===== src/rtl/regfile_wb_scheduler_pkg.sv =====
// Purpose: shared writeback request type and source indices for the regfile write-port scheduler.
// Latency: n/a (types and constants only).
// Backpressure: n/a.
// Ports: none. Shared with the execute and memory units that build writeback requests.
package regfile_wb_scheduler_pkg;

   localparam int RF_AW = 5;   // register index width
   localparam int RF_DW = 32;  // writeback data width

   // Bit positions of each writeback source in request/grant vectors.
   localparam logic WB_SRC_ALU = 1'b0;
   localparam logic WB_SRC_LSU = 1'b1;

   typedef struct packed {
      logic [RF_AW-1:0] rd;
      logic [RF_DW-1:0] data;
   } wb_req_t;

endpackage


===== src/rtl/regfile_wb_scheduler_if.sv =====
// Purpose: bundles the writeback requests, issue/hazard signals and regfile write port.
// Latency: n/a (wiring only).
// Backpressure: alu_ready/lsu_ready come back from the scheduler; sources hold requests until ready.
// Modports: master = execute/memory/decode side, slave = the scheduler.
interface regfile_wb_scheduler_if #(
   parameter int AW = 5,
   parameter int DW = 32
);
   logic          alu_valid;
   logic          alu_ready;
   logic [AW-1:0] alu_rd;
   logic [DW-1:0] alu_data;
   logic          lsu_valid;
   logic          lsu_ready;
   logic [AW-1:0] lsu_rd;
   logic [DW-1:0] lsu_data;
   logic          issue_valid;
   logic [AW-1:0] issue_rd;
   logic [AW-1:0] issue_rs1;
   logic [AW-1:0] issue_rs2;
   logic          hazard;
   logic          wren;
   logic [AW-1:0] WriteReg;
   logic [DW-1:0] WData;

   modport master (
      output alu_valid, alu_rd, alu_data,
      output lsu_valid, lsu_rd, lsu_data,
      output issue_valid, issue_rd, issue_rs1, issue_rs2,
      input  alu_ready, lsu_ready, hazard, wren, WriteReg, WData
   );

   modport slave (
      input  alu_valid, alu_rd, alu_data,
      input  lsu_valid, lsu_rd, lsu_data,
      input  issue_valid, issue_rd, issue_rs1, issue_rs2,
      output alu_ready, lsu_ready, hazard, wren, WriteReg, WData
   );
endinterface


===== src/rtl/regfile_wb_scheduler_rr_arbiter2.sv =====
// Purpose: 2-way round-robin arbiter with a 1-bit priority pointer and one-hot grant.
// Latency: grant is combinational from req; pointer updates on posedge.
// Backpressure: a requester not granted simply waits; at most one grant per cycle.
// Ports: clk, rst (sync, active-high), req[1:0] in, gnt[1:0] one-hot out.
module regfile_wb_scheduler_rr_arbiter2
   import regfile_wb_scheduler_pkg::*;
(
   input  logic       clk,
   input  logic       rst,
   input  logic [1:0] req,
   output logic [1:0] gnt
);

   // ptr_q names the source that wins the next contested cycle.
   logic ptr_q;
   logic ptr_d;

   always_comb begin
      gnt   = req;
      ptr_d = ptr_q;
      if (req == 2'b11) begin
         gnt   = (ptr_q == WB_SRC_LSU) ? 2'b10 : 2'b01;
         // Only contested grants move the pointer; a lone requester wins outright.
         ptr_d = ~ptr_q;
      end
   end

   always_ff @(posedge clk) begin
      if (rst) begin
         ptr_q <= WB_SRC_ALU;
      end else begin
         ptr_q <= ptr_d;
      end
   end

endmodule


===== src/rtl/regfile_wb_scheduler.sv =====
// Purpose: shares the single regfile write port between ALU and LSU and tracks pending writes.
// Latency: grant in cycle N -> wren/WriteReg/WData in cycle N+1; hazard is combinational.
// Backpressure: valid/ready per source, one grant per cycle, round-robin on contention; no ready in rst.
// Ports: clk, rst (sync, active-high), bus (slave modport: ALU/LSU requests, issue/hazard, regfile write).
module regfile_wb_scheduler
   import regfile_wb_scheduler_pkg::*;
#(
   parameter int ADDRESS_WIDTH = RF_AW,
   parameter int DATA_WIDTH    = RF_DW
)(
   input  logic                   clk,
   input  logic                   rst,
   regfile_wb_scheduler_if.slave  bus
);

   localparam int NREGS = 2 ** ADDRESS_WIDTH;

   logic [1:0]       req;
   logic [1:0]       gnt;
   logic             any_gnt;
   wb_req_t          sel;

   wb_req_t          wb_q,    wb_d;
   logic             wren_q,  wren_d;
   logic [NREGS-1:0] busy_q,  busy_d;
   logic             hazard;

   // Requests are masked during reset so nothing is accepted and the pointer stays put.
   always_comb begin
      req             = '0;
      req[WB_SRC_ALU] = bus.alu_valid & ~rst;
      req[WB_SRC_LSU] = bus.lsu_valid & ~rst;
   end

   regfile_wb_scheduler_rr_arbiter2 u_arb (
      .clk (clk),
      .rst (rst),
      .req (req),
      .gnt (gnt)
   );

   assign any_gnt       = |gnt;
   assign bus.alu_ready = gnt[WB_SRC_ALU];
   assign bus.lsu_ready = gnt[WB_SRC_LSU];

   always_comb begin
      sel.rd   = bus.lsu_rd;
      sel.data = bus.lsu_data;
      if (gnt[WB_SRC_ALU]) begin
         sel.rd   = bus.alu_rd;
         sel.data = bus.alu_data;
      end
   end

   // Reads the current scoreboard only; a grant in this cycle does not unblock decode until next cycle.
   assign hazard = busy_q[bus.issue_rs1] | busy_q[bus.issue_rs2]
                 | (bus.issue_valid & busy_q[bus.issue_rd]);

   always_comb begin
      wb_d   = wb_q;
      wren_d = 1'b0;
      busy_d = busy_q;
      if (any_gnt) begin
         wb_d             = sel;
         // x0 writes are accepted and dropped here.
         wren_d           = (sel.rd != '0);
         busy_d[sel.rd]   = 1'b0;
      end
      // Applied after the clear so a newer writer of the same register stays pending.
      if (bus.issue_valid && !hazard && (bus.issue_rd != '0)) begin
         busy_d[bus.issue_rd] = 1'b1;
      end
      busy_d[0] = 1'b0;
   end

   always_ff @(posedge clk) begin
      if (rst) begin
         wb_q   <= '0;
         wren_q <= 1'b0;
         busy_q <= '0;
      end else begin
         wb_q   <= wb_d;
         wren_q <= wren_d;
         busy_q <= busy_d;
      end
   end

   assign bus.hazard   = hazard;
   assign bus.wren     = wren_q;
   assign bus.WriteReg = wb_q.rd;
   assign bus.WData    = wb_q.data;

endmodule


===== src/flat_wrapper.sv =====
// flat-port wrapper written by rule: the top's interface ports become plain ports
module regfile_wb_scheduler_flat import regfile_wb_scheduler_pkg::*;
#(
   parameter int ADDRESS_WIDTH = RF_AW,
   parameter int DATA_WIDTH    = RF_DW
)
  (clk, rst, bus_alu_valid, bus_alu_rd, bus_alu_data, bus_lsu_valid, bus_lsu_rd, bus_lsu_data, bus_issue_valid, bus_issue_rd, bus_issue_rs1, bus_issue_rs2, bus_alu_ready, bus_lsu_ready, bus_hazard, bus_wren, bus_WriteReg, bus_WData);
  regfile_wb_scheduler_if #(.AW(5), .DW(32)) bus_i ();
  input  logic clk;
  input  logic rst;
  input wire logic [$bits(bus_i.alu_valid)-1:0] bus_alu_valid;
  input wire logic [$bits(bus_i.alu_rd)-1:0] bus_alu_rd;
  input wire logic [$bits(bus_i.alu_data)-1:0] bus_alu_data;
  input wire logic [$bits(bus_i.lsu_valid)-1:0] bus_lsu_valid;
  input wire logic [$bits(bus_i.lsu_rd)-1:0] bus_lsu_rd;
  input wire logic [$bits(bus_i.lsu_data)-1:0] bus_lsu_data;
  input wire logic [$bits(bus_i.issue_valid)-1:0] bus_issue_valid;
  input wire logic [$bits(bus_i.issue_rd)-1:0] bus_issue_rd;
  input wire logic [$bits(bus_i.issue_rs1)-1:0] bus_issue_rs1;
  input wire logic [$bits(bus_i.issue_rs2)-1:0] bus_issue_rs2;
  output wire logic [$bits(bus_i.alu_ready)-1:0] bus_alu_ready;
  output wire logic [$bits(bus_i.lsu_ready)-1:0] bus_lsu_ready;
  output wire logic [$bits(bus_i.hazard)-1:0] bus_hazard;
  output wire logic [$bits(bus_i.wren)-1:0] bus_wren;
  output wire logic [$bits(bus_i.WriteReg)-1:0] bus_WriteReg;
  output wire logic [$bits(bus_i.WData)-1:0] bus_WData;
  assign bus_i.alu_valid = bus_alu_valid;
  assign bus_i.alu_rd = bus_alu_rd;
  assign bus_i.alu_data = bus_alu_data;
  assign bus_i.lsu_valid = bus_lsu_valid;
  assign bus_i.lsu_rd = bus_lsu_rd;
  assign bus_i.lsu_data = bus_lsu_data;
  assign bus_i.issue_valid = bus_issue_valid;
  assign bus_i.issue_rd = bus_issue_rd;
  assign bus_i.issue_rs1 = bus_issue_rs1;
  assign bus_i.issue_rs2 = bus_issue_rs2;
  assign bus_alu_ready = bus_i.alu_ready;
  assign bus_lsu_ready = bus_i.lsu_ready;
  assign bus_hazard = bus_i.hazard;
  assign bus_wren = bus_i.wren;
  assign bus_WriteReg = bus_i.WriteReg;
  assign bus_WData = bus_i.WData;
  regfile_wb_scheduler #(.ADDRESS_WIDTH(ADDRESS_WIDTH), .DATA_WIDTH(DATA_WIDTH)) u_core (.clk(clk), .rst(rst), .bus(bus_i));
endmodule

===== config.mk =====
export PLATFORM = sky130hd
export DESIGN_NAME = regfile_wb_scheduler_flat
export DESIGN_NICKNAME = d
export VERILOG_FILES = /design/src/rtl/regfile_wb_scheduler_pkg.sv /design/src/rtl/regfile_wb_scheduler_if.sv /design/src/rtl/regfile_wb_scheduler_rr_arbiter2.sv /design/src/rtl/regfile_wb_scheduler.sv /design/src/flat_wrapper.sv
export SDC_FILE = /design/constraint.sdc
export NUM_CORES = 1
export LEC_CHECK = 0
export ABC_AREA = 1
export BUFFER_PORTS_ARGS = -buffer_cell sky130_fd_sc_hd__buf_4
export CAP_MARGIN = 20
export CORE_AREA = 8 8 128 95
export CTS_BUF_LIST = sky130_fd_sc_hd__clkbuf_16
export DETAILED_ROUTE_END_ITERATION = 16
export DIE_AREA = 0 0 136 103
export GPL_TIMING_DRIVEN = 0
export PLACE_DENSITY = 0.7
export SETUP_SLACK_MARGIN = 0.1
export SYNTH_ARGS = -nofsm -noshare
export SYNTH_HDL_FRONTEND = slang
export SYNTH_HIERARCHICAL = 1
export SYNTH_SLANG_ARGS = --single-unit

===== constraint.sdc =====
create_clock -name clk -period 3.3 [get_ports clk]
set_clock_uncertainty 0.05 [all_clocks]
set_input_delay 0.33 -clock clk [delete_from_list [all_inputs] [get_ports clk]]
set_output_delay 0.33 -clock clk [all_outputs]
set_load 0.01 [all_outputs]

Word-level counts from Yosys, hierarchy flattened
Cells that the tools add are included.
Word-level totals
  register bits: 71
  bits of input ports: 94
  output and inout bits: 41
  word-level logic and storage cells: 48
Cells by class
  $lt $le $gt $ge: 6
  eq/ne operators: 1
  mux-type cells: 15
  bitwise gates (word level): 11
  reduce and logical (&&, ||, !) cells: 9
Operator list (count)
  $mux 32: 2
  $mux 37: 1
  $and 32x32->32: 1
  $not 32->32: 1
  $or 32x32->32: 1
  $lt 5x6->1 const B: 4
  $bmux 1 s5: 3
  $demux 1 s5: 2
  $ge 5x1->1 const B: 2
  $reduce_bool 5->1: 2
  $mux 1: 5
  $logic_and 1x1->1: 4
  $mux 2: 2
  $reduce_or 2->1: 2
  $and 1x1->1: 3
  $not 1->1: 3
  $eq 2x2->1 const B: 1
  $or 1x1->1: 2
  $logic_not 1->1: 1

Depth between registers and ports, before layout
Gate-level depths: netlist (run 1).
  word-level depth: 14
  depth in mapped cells: 15
  gate-level depth less buffers: 12

By module
The synthesis (run 1) kept the hierarchy.
By module, submodules not included
  regfile_wb_scheduler: instances 1, cells an instance 735, area each 4375.4 um2, sequential area each 1381.3 um2
  regfile_wb_scheduler_rr_arbiter2: instances 1, cells an instance 9, area each 57.6 um2, sequential area each 20.0 um2

Least setup slack after synthesis (run 1)
Ideal clock, no wire load.
  kind: input port to flip-flop
  from: input rst
  to: register u_core.busy_q[14]
  setup time: 0.132 ns
  arrival: 2.377 ns
  data required time: 3.118 ns
  slack: 0.741 ns
  stages on the path: 9
  buffers on the path: 3
  cells stage by stage: clkbuf_1 > clkbuf_1 > nor2_1 > a21boi_1 > buf_2 > mux2i_1 > nand3_1 > o21ai_0 > a21oi_1
Between the ends
  longest elaborated chain between the ends: 14
  elaborated cells between the ends (all ways): 17
  those cells by class: order compare (2); eq/ne (1); mux (6); bitwise (6); reduce/logical (2)
RTL lines
  from (decl): line flat_wrapper.sv:10  | input logic rst;
  $not 1->1 (*): line regfile_wb_scheduler.sv:32  | req[WB_SRC_LSU] = bus.lsu_valid & ~rst;
  $and 1x1->1 (*): line regfile_wb_scheduler.sv:32
  net u_core.req[1]: line regfile_wb_scheduler.sv:18  | logic [1:0] req;
  $eq 2x2->1 (*): line regfile_wb_scheduler_rr_arbiter2.sv:21  | if (req == 2'b11) begin
  $mux 2 (*): line regfile_wb_scheduler_rr_arbiter2.sv:21
  net bus_alu_ready: line flat_wrapper.sv:21  | output wire logic [$bits(bus_i.alu_ready)-1:0] bus_alu_ready;
  $mux 37: line regfile_wb_scheduler.sv:49  | if (gnt[WB_SRC_ALU]) begin
  $lt 5x6->1 (implied by the code) or $ge 5x1->1 (tied branches): line regfile_wb_scheduler.sv:67  | busy_d[sel.rd] = 1'b0;
  $logic_and 1x1->1 (implied by the code): line regfile_wb_scheduler.sv:67
  $mux 1 (implied by the code): line regfile_wb_scheduler.sv:67
  $demux 1 s5
  $not 32->32 (no line)
  $and 32x32->32 (no line)
  $mux 32 (*): line regfile_wb_scheduler.sv:63  | if (any_gnt) begin
  $or 32x32->32 (no line)
  $mux 32 (*): line regfile_wb_scheduler.sv:70  | if (bus.issue_valid && !hazard && (bus.issue_rd != '0)) begin
  to (signal assigned): line regfile_wb_scheduler.sv:84  | busy_q <= busy_d;
  to (decl): line regfile_wb_scheduler.sv:25  | logic [NREGS-1:0] busy_q, busy_d;
The timed path passes the listed nets; every way through them passes the cells marked *.
A chain may end at the register's enable or synchronous reset.

Worst setup path after layout (run 1)
  from: input rst
  to: register u_core.busy_q[4]
Between the ends
  longest elaborated chain between the ends: 14
  elaborated cells between the ends (all ways): 17
  those cells by class: order compare (2); eq/ne (1); mux (6); bitwise (6); reduce/logical (2)
RTL lines (line)
  $not 1->1 (*): regfile_wb_scheduler.sv:32
  $and 1x1->1 (*): regfile_wb_scheduler.sv:32
  net u_core.req[1]: regfile_wb_scheduler.sv:18
  $eq 2x2->1: regfile_wb_scheduler_rr_arbiter2.sv:21
  $mux 2 (*): regfile_wb_scheduler_rr_arbiter2.sv:21
  $mux 37: regfile_wb_scheduler.sv:49
  $lt 5x6->1 (implied by the code) or $ge 5x1->1 (tied branches): regfile_wb_scheduler.sv:67
  $logic_and 1x1->1 (implied by the code): regfile_wb_scheduler.sv:67
  $mux 1 (implied by the code): regfile_wb_scheduler.sv:67
  $demux 1 s5
  $not 32->32 (no line)
  $and 32x32->32 (no line)
  $mux 32 (*): regfile_wb_scheduler.sv:63
  $or 32x32->32 (no line)
  $mux 32 (*): regfile_wb_scheduler.sv:70
Marked as above.

==> metrics, run 1 <==
largest net degree at the start of global routing 14; Power Dens Cells 412 nW/um^2; Avg WL per Cell 16.6 um; largest stage delay on the critical path 0.39 ns; CTS sink count 70; # Max-Cap Violations 0; Final nets 979; Clock Latency Late Sink 0.33 ns; # rows 31; reg-to-reg startpoint u_core/u_arb/ptr_q$_SDFFE_PP0N_; antenna cells 0; port buffer count 130; Setup crit start rst; Iteration-0 DRC Markers 570; HP Class in2reg; pre-CTS WS -0.0948 ns; Top-Level Pins 135; Synth top area share 31.6%; critical path's slowest cell nand3_1; Max VDD drop 0.310 mV; synth warn 6; via count 5430; Hold Path Origin rst; post-synthesis cell area 4430 um^2; htree depth 3; Lkg Pwr 2.87 nW; WS Path Type in2reg; final setup margin 0.327 ns; Clock Path Buffers 2; Slew HR 50.0%; Area Overhead vs Synth 33.0%; crit path cell chain buf_4, clkbuf_1, clkbuf_2, nor2_1, a21boi_1, buf_2, mux2i_1, nand3_1, o21ai_0, a21oi_1; Clock transition at path regs 0.05 ns; Placer Congestion 1.00; unique cell type count in the Yosys netlist 25; first-pass iteration count of the detailed router 6; DRC viols 0; ANT nets after route 0; initial antenna violation count 0; Net Count, Synth 838; commonest non-fill, non-tap cell in the layout nand2_1; Filler Cells Inserted 989; Synth area leaders dfxtp_1 (32%), nand2_1 (19%), nand3_1 (17%); Post-CTS Hold Buffers 0; Final Setup Violations 0; run status completed; first-pass GRT wire length 26300 um; synthesized area per cell 5.96 um^2; chip height 103 um; fmax 336 MHz; Max FO, Critical Path 10; Core ar. 10100 um^2; total grt overflow 0; root buf cell clkbuf_16; Via-to-Cell Ratio 5.31; detailed placer's ending HPWL 13500 um; Min Hold Slack 0.215 ns; RSZ-0062 raised after global routing no; Seq/Total Area, Yosys 31.6%; CTS tree done; GRT Util Overall 24.0%; #FFs+latches synth 70; Tcrit/Tclk final 90.1%; Initial Utilization 44.0%; measured slew at the worst slew-check pin 0.744 ns; final wirelength 17000 um; layout cells sized above 1 20.8%; Final Slew Violations 0; Die W 136 um; CP endpoint kind flip-flop; top cell type by total area after synthesis dfxtp_1; CTS Buf Count 9; Worst setup SP type primary input; post-CTS setup buffer count 0; Cells after Synth 744; vias in the first global route 5025; Critical Path RT 3.45 ns; Die Area 14000 um^2; Critical Path AT 3.12 ns; most frequent cells in the layout nand2_1 (229), nand3_1 (153), buf_4 (132); Post-CTS Resized 0; min Tclk post-route 2.97 ns; Final Hold Fails 0
[metrics by stage]
step                      power, W  TNS, ns  utilization, %  area (um^2)  std cells
after floorplan            0.00117        0               -         4430        744
after global placement     0.00138        0            55.3         5570       1006
after detailed placement   0.00139   -0.718            55.3         5570       1006
after CTS                  0.00243        0            58.5         5900       1022
after global routing       0.00253        0            58.5         5900       1022
final                      0.00243        0            58.5         5900       1022
[routing by layer]
metal,share of wire (%),vias up,routed length [um],track usage [%]
met5,0,-,0,0
met4,1.6,0,271,5.21
met3,11,24,1890,8.76
met2,43,234,7300,36.6
met1,44,2508,7530,31.8
li1,-,2664,-,-
[cell type report]
class                   count  area (um^2)  area share, %
plain buffers              39          236           4.01
flip-flops and latches     70         1400           23.8
repair buffers            130          976           16.5
well taps                 132          165           2.80
clock inverters             7         96.3           1.63
inverters                  93          352           5.96
clock buffers               9          225           3.82
multi-input cells         542         2440           41.5
[critical path: cells and delay by family]
kind	cells	cell delay (ns)
buffers and inverters	4	1.10
multiplexers	1	0.37
AND/OR/NAND/NOR	2	0.52
AO/OA/AOI/OAI	3	0.78
[synthesized netlist by cell type, drive strengths merged]
master,count
mux2i,1
dfxtp,70
nand2,230
o21ai,51
o211ai,1
nor2,45
buf,18
or2,5
nand3,162
nor3,8
a21oi,37
clkinv,2
clkbuf,21
inv,91
a21boi,2
[flip-flops by register name, indices dropped and copies added (netlist names)]
name,flops
u_core/bus.WData,32
u_core/bus.wren,1
u_core/u_arb/ptr_q,1
u_core/busy_q,31
u_core/bus.WriteReg,5
[worst paths after layout]
| check | end | slack (ns) | cells past startpoint |
|---|---|---|---|
| worst min register to register | u_core/bus.WriteReg[1]$_SDFFE_PP0N_ | 0.44 | 2 |
| worst max-delay path | u_core/busy_q[4]$_SDFF_PP0_ | 0.33 | 10 |
| worst max register to register | u_core/busy_q[4]$_SDFF_PP0_ | 0.97 | 6 |
| worst min-delay path | u_core/u_arb/ptr_q$_SDFFE_PP0N_ | 0.21 | 4 |
[where the power goes]
group / switching [W] / total, W / leakage (nW) / internal (W)
registers: 0.0000215 / 0.000901 / 0.570 / 0.000880
logic: 0.000279 / 0.000481 / 2.14 / 0.000203
clock network: 0.000381 / 0.00104 / 0.160 / 0.000664
total: 0.000681 / 0.00243 / 2.87 / 0.00175
[kinds of logic (layout without fill, tap and decap cells)]
logic type	after synthesis	in the layout	synth area share, %
DFF	70	70	31.6
buffers and inverters	132	278	13.2
AOI/OAI and AO/OA	91	91	10.4
muxes	1	1	0.226
and+or+nand+nor	450	450	44.5
No activity file was read; power rests on OpenSTA's default activity.
==> run 2: changes to the inputs <==
--- a/config.mk
+++ b/config.mk
@@ -8,10 +8,10 @@
 export ABC_AREA = 1
 export BUFFER_PORTS_ARGS = -buffer_cell sky130_fd_sc_hd__buf_4
 export CAP_MARGIN = 20
-export CORE_AREA = 8 8 128 95
+export CORE_AREA = 8 8 109 111
 export CTS_BUF_LIST = sky130_fd_sc_hd__clkbuf_16
 export DETAILED_ROUTE_END_ITERATION = 16
-export DIE_AREA = 0 0 136 103
+export DIE_AREA = 0 0 117 119
 export GPL_TIMING_DRIVEN = 0
 export PLACE_DENSITY = 0.7
 export SETUP_SLACK_MARGIN = 0.1
==> metrics, run 2 (synthesis gave the netlist of run 1 again) <==
run status completed; Post-CTS Hold Buffers 0; Max VDD drop 0.231 mV; via count 5421; Final Hold Fails 0; root buf cell clkbuf_16; measured slew at the worst slew-check pin 0.504 ns; max reg flops 32; TNS Setup 0 ns; RSZ-0062 raised after global routing yes; # Max-Cap Violations 0; Critical Path AT 3.00 ns; min Tclk post-route 2.85 ns; DRC viols 0; chip height 119 um; detailed placer's ending HPWL 12700 um; Clock Latency Late Sink 0.34 ns; Slew HR 66.4%; P_sw 0.000680 W; Worst setup SP type primary input; commonest non-fill, non-tap cell in the layout nand2_1; Final Slew Violations 0; htree depth 3; port buffer count 130; initial antenna violation count 0; Critical Path RT 3.45 ns; GRT Util Overall 24.0%; Power Dens Cells 399 nW/um^2; total grt overflow 0; Via-to-Cell Ratio 5.28; Top-Level Pins 135; combinational cell fraction of total power 20.1%; CTS sink count 70; Filler Cells Inserted 1040; Clock transition at path regs 0.06 ns; Min Hold Slack 0.195 ns; Reg power frac 38.4%; Area Overhead vs Synth 32.6%; Die Area 13900 um^2; R2R Setup Slk 1.05 ns; Core ar. 10100 um^2; final wirelength 16400 um; Initial Utilization 43.9%; Max FO, Critical Path 10; first-pass GRT wire length 26500 um; clock group share of total power 41.5%; ANT nets after route 0; WS Path Type in2reg; Switching Share 29.0%; Avg WL per Cell 15.9 um; Tcrit/Tclk final 86.4%; vias in the first global route 5312; Final nets 979; Die W 117 um; largest net degree at the start of global routing 14; fmax 351 MHz; post-CTS setup buffer count 0; internal power 0.00167 W; CTS tree done; most frequent cells in the layout nand2_1 (229), nand3_1 (153), buf_4 (132); layout cells sized above 1 20.8%; Final Setup Violations 0; Iteration-0 DRC Markers 431; # rows 37; Placer Congestion 0.904; HP Class in2reg; CP endpoint kind flip-flop; antenna cells 0; Post-CTS Resized 0; CTS Buf Count 9; Lkg Pwr 2.84 nW; Reg area 1400 um^2; first-pass iteration count of the detailed router 5; multi-input logic area 2440 um^2; Clock Path Buffers 2
-- run 2: routing by layer --
metal / GRT usage [%] / vias to the layer above / part of all wire [%] / routed length, um
met4: 11.6 / 0 / 3.4 / 551
met3: 9.70 / 41 / 12 / 1990
met1: 27.6 / 2418 / 39 / 6390
met5: 0 / - / 0 / 0
li1: - / 2663 / - / -
met2: 37.6 / 299 / 45 / 7420
-- run 2: power groups by stage --
stage	sequential, W	combinational (W)	clock, W
2_1_floorplan	0.000929	0.000243	0
3_3_place_gp	0.000918	0.000462	0
3_5_place_dp	0.000918	0.000471	0
4_1_cts	0.000901	0.000473	0.000989
5_1_grt	0.000905	0.000523	0.00103
6_report	0.000901	0.000473	0.000974
-- run 2: cell type report --
class	count	area share, %
clock buffer	9	3.83
timing repair buffer	130	16.6
buffer	39	4.02
tap	136	2.89
clock inverter	7	1.26
sequential	70	23.8
inverter	93	5.98
multi-input combinational	542	41.6
-- run 2: worst paths after layout --
| kind | cells past startpoint | startpoint | endpoint |
|---|---|---|---|
| min reg2reg | 2 | u_core/bus.WriteReg[1]$_SDFFE_PP0N_ | u_core/bus.WriteReg[1]$_SDFFE_PP0N_ |
| max reg2reg | 6 | u_core/u_arb/ptr_q$_SDFFE_PP0N_ | u_core/busy_q[18]$_SDFF_PP0_ |
| min | 4 | rst | u_core/u_arb/ptr_q$_SDFFE_PP0N_ |
| max | 10 | rst | u_core/busy_q[18]$_SDFF_PP0_ |
-- run 2: worst max-delay path, cell delays in order --
cell      delay, ns
buf_4          0.12
clkbuf_1       0.22
clkbuf_2       0.26
nor2_1         0.25
a21boi_1       0.36
buf_2          0.30
mux2i_1        0.39
nand3_1        0.39
o21ai_0        0.27
a21oi_1        0.10
-- run 2: per-stage QoR --
step / worst slack [ns] / power (W) / instances / utilization, % / area (um^2)
6_report: 0.448 / 0.00235 / 1026 / 58.3 / 5880
3_5_place_dp: 0.00419 / 0.00139 / 1010 / 55.3 / 5580
5_1_grt: 0.0896 / 0.00246 / 1026 / 58.3 / 5880
4_1_cts: 0.336 / 0.00236 / 1026 / 58.2 / 5880
2_1_floorplan: 0.741 / 0.00117 / 744 / - / 4430
3_3_place_gp: 0.0829 / 0.00138 / 1010 / 55.3 / 5580
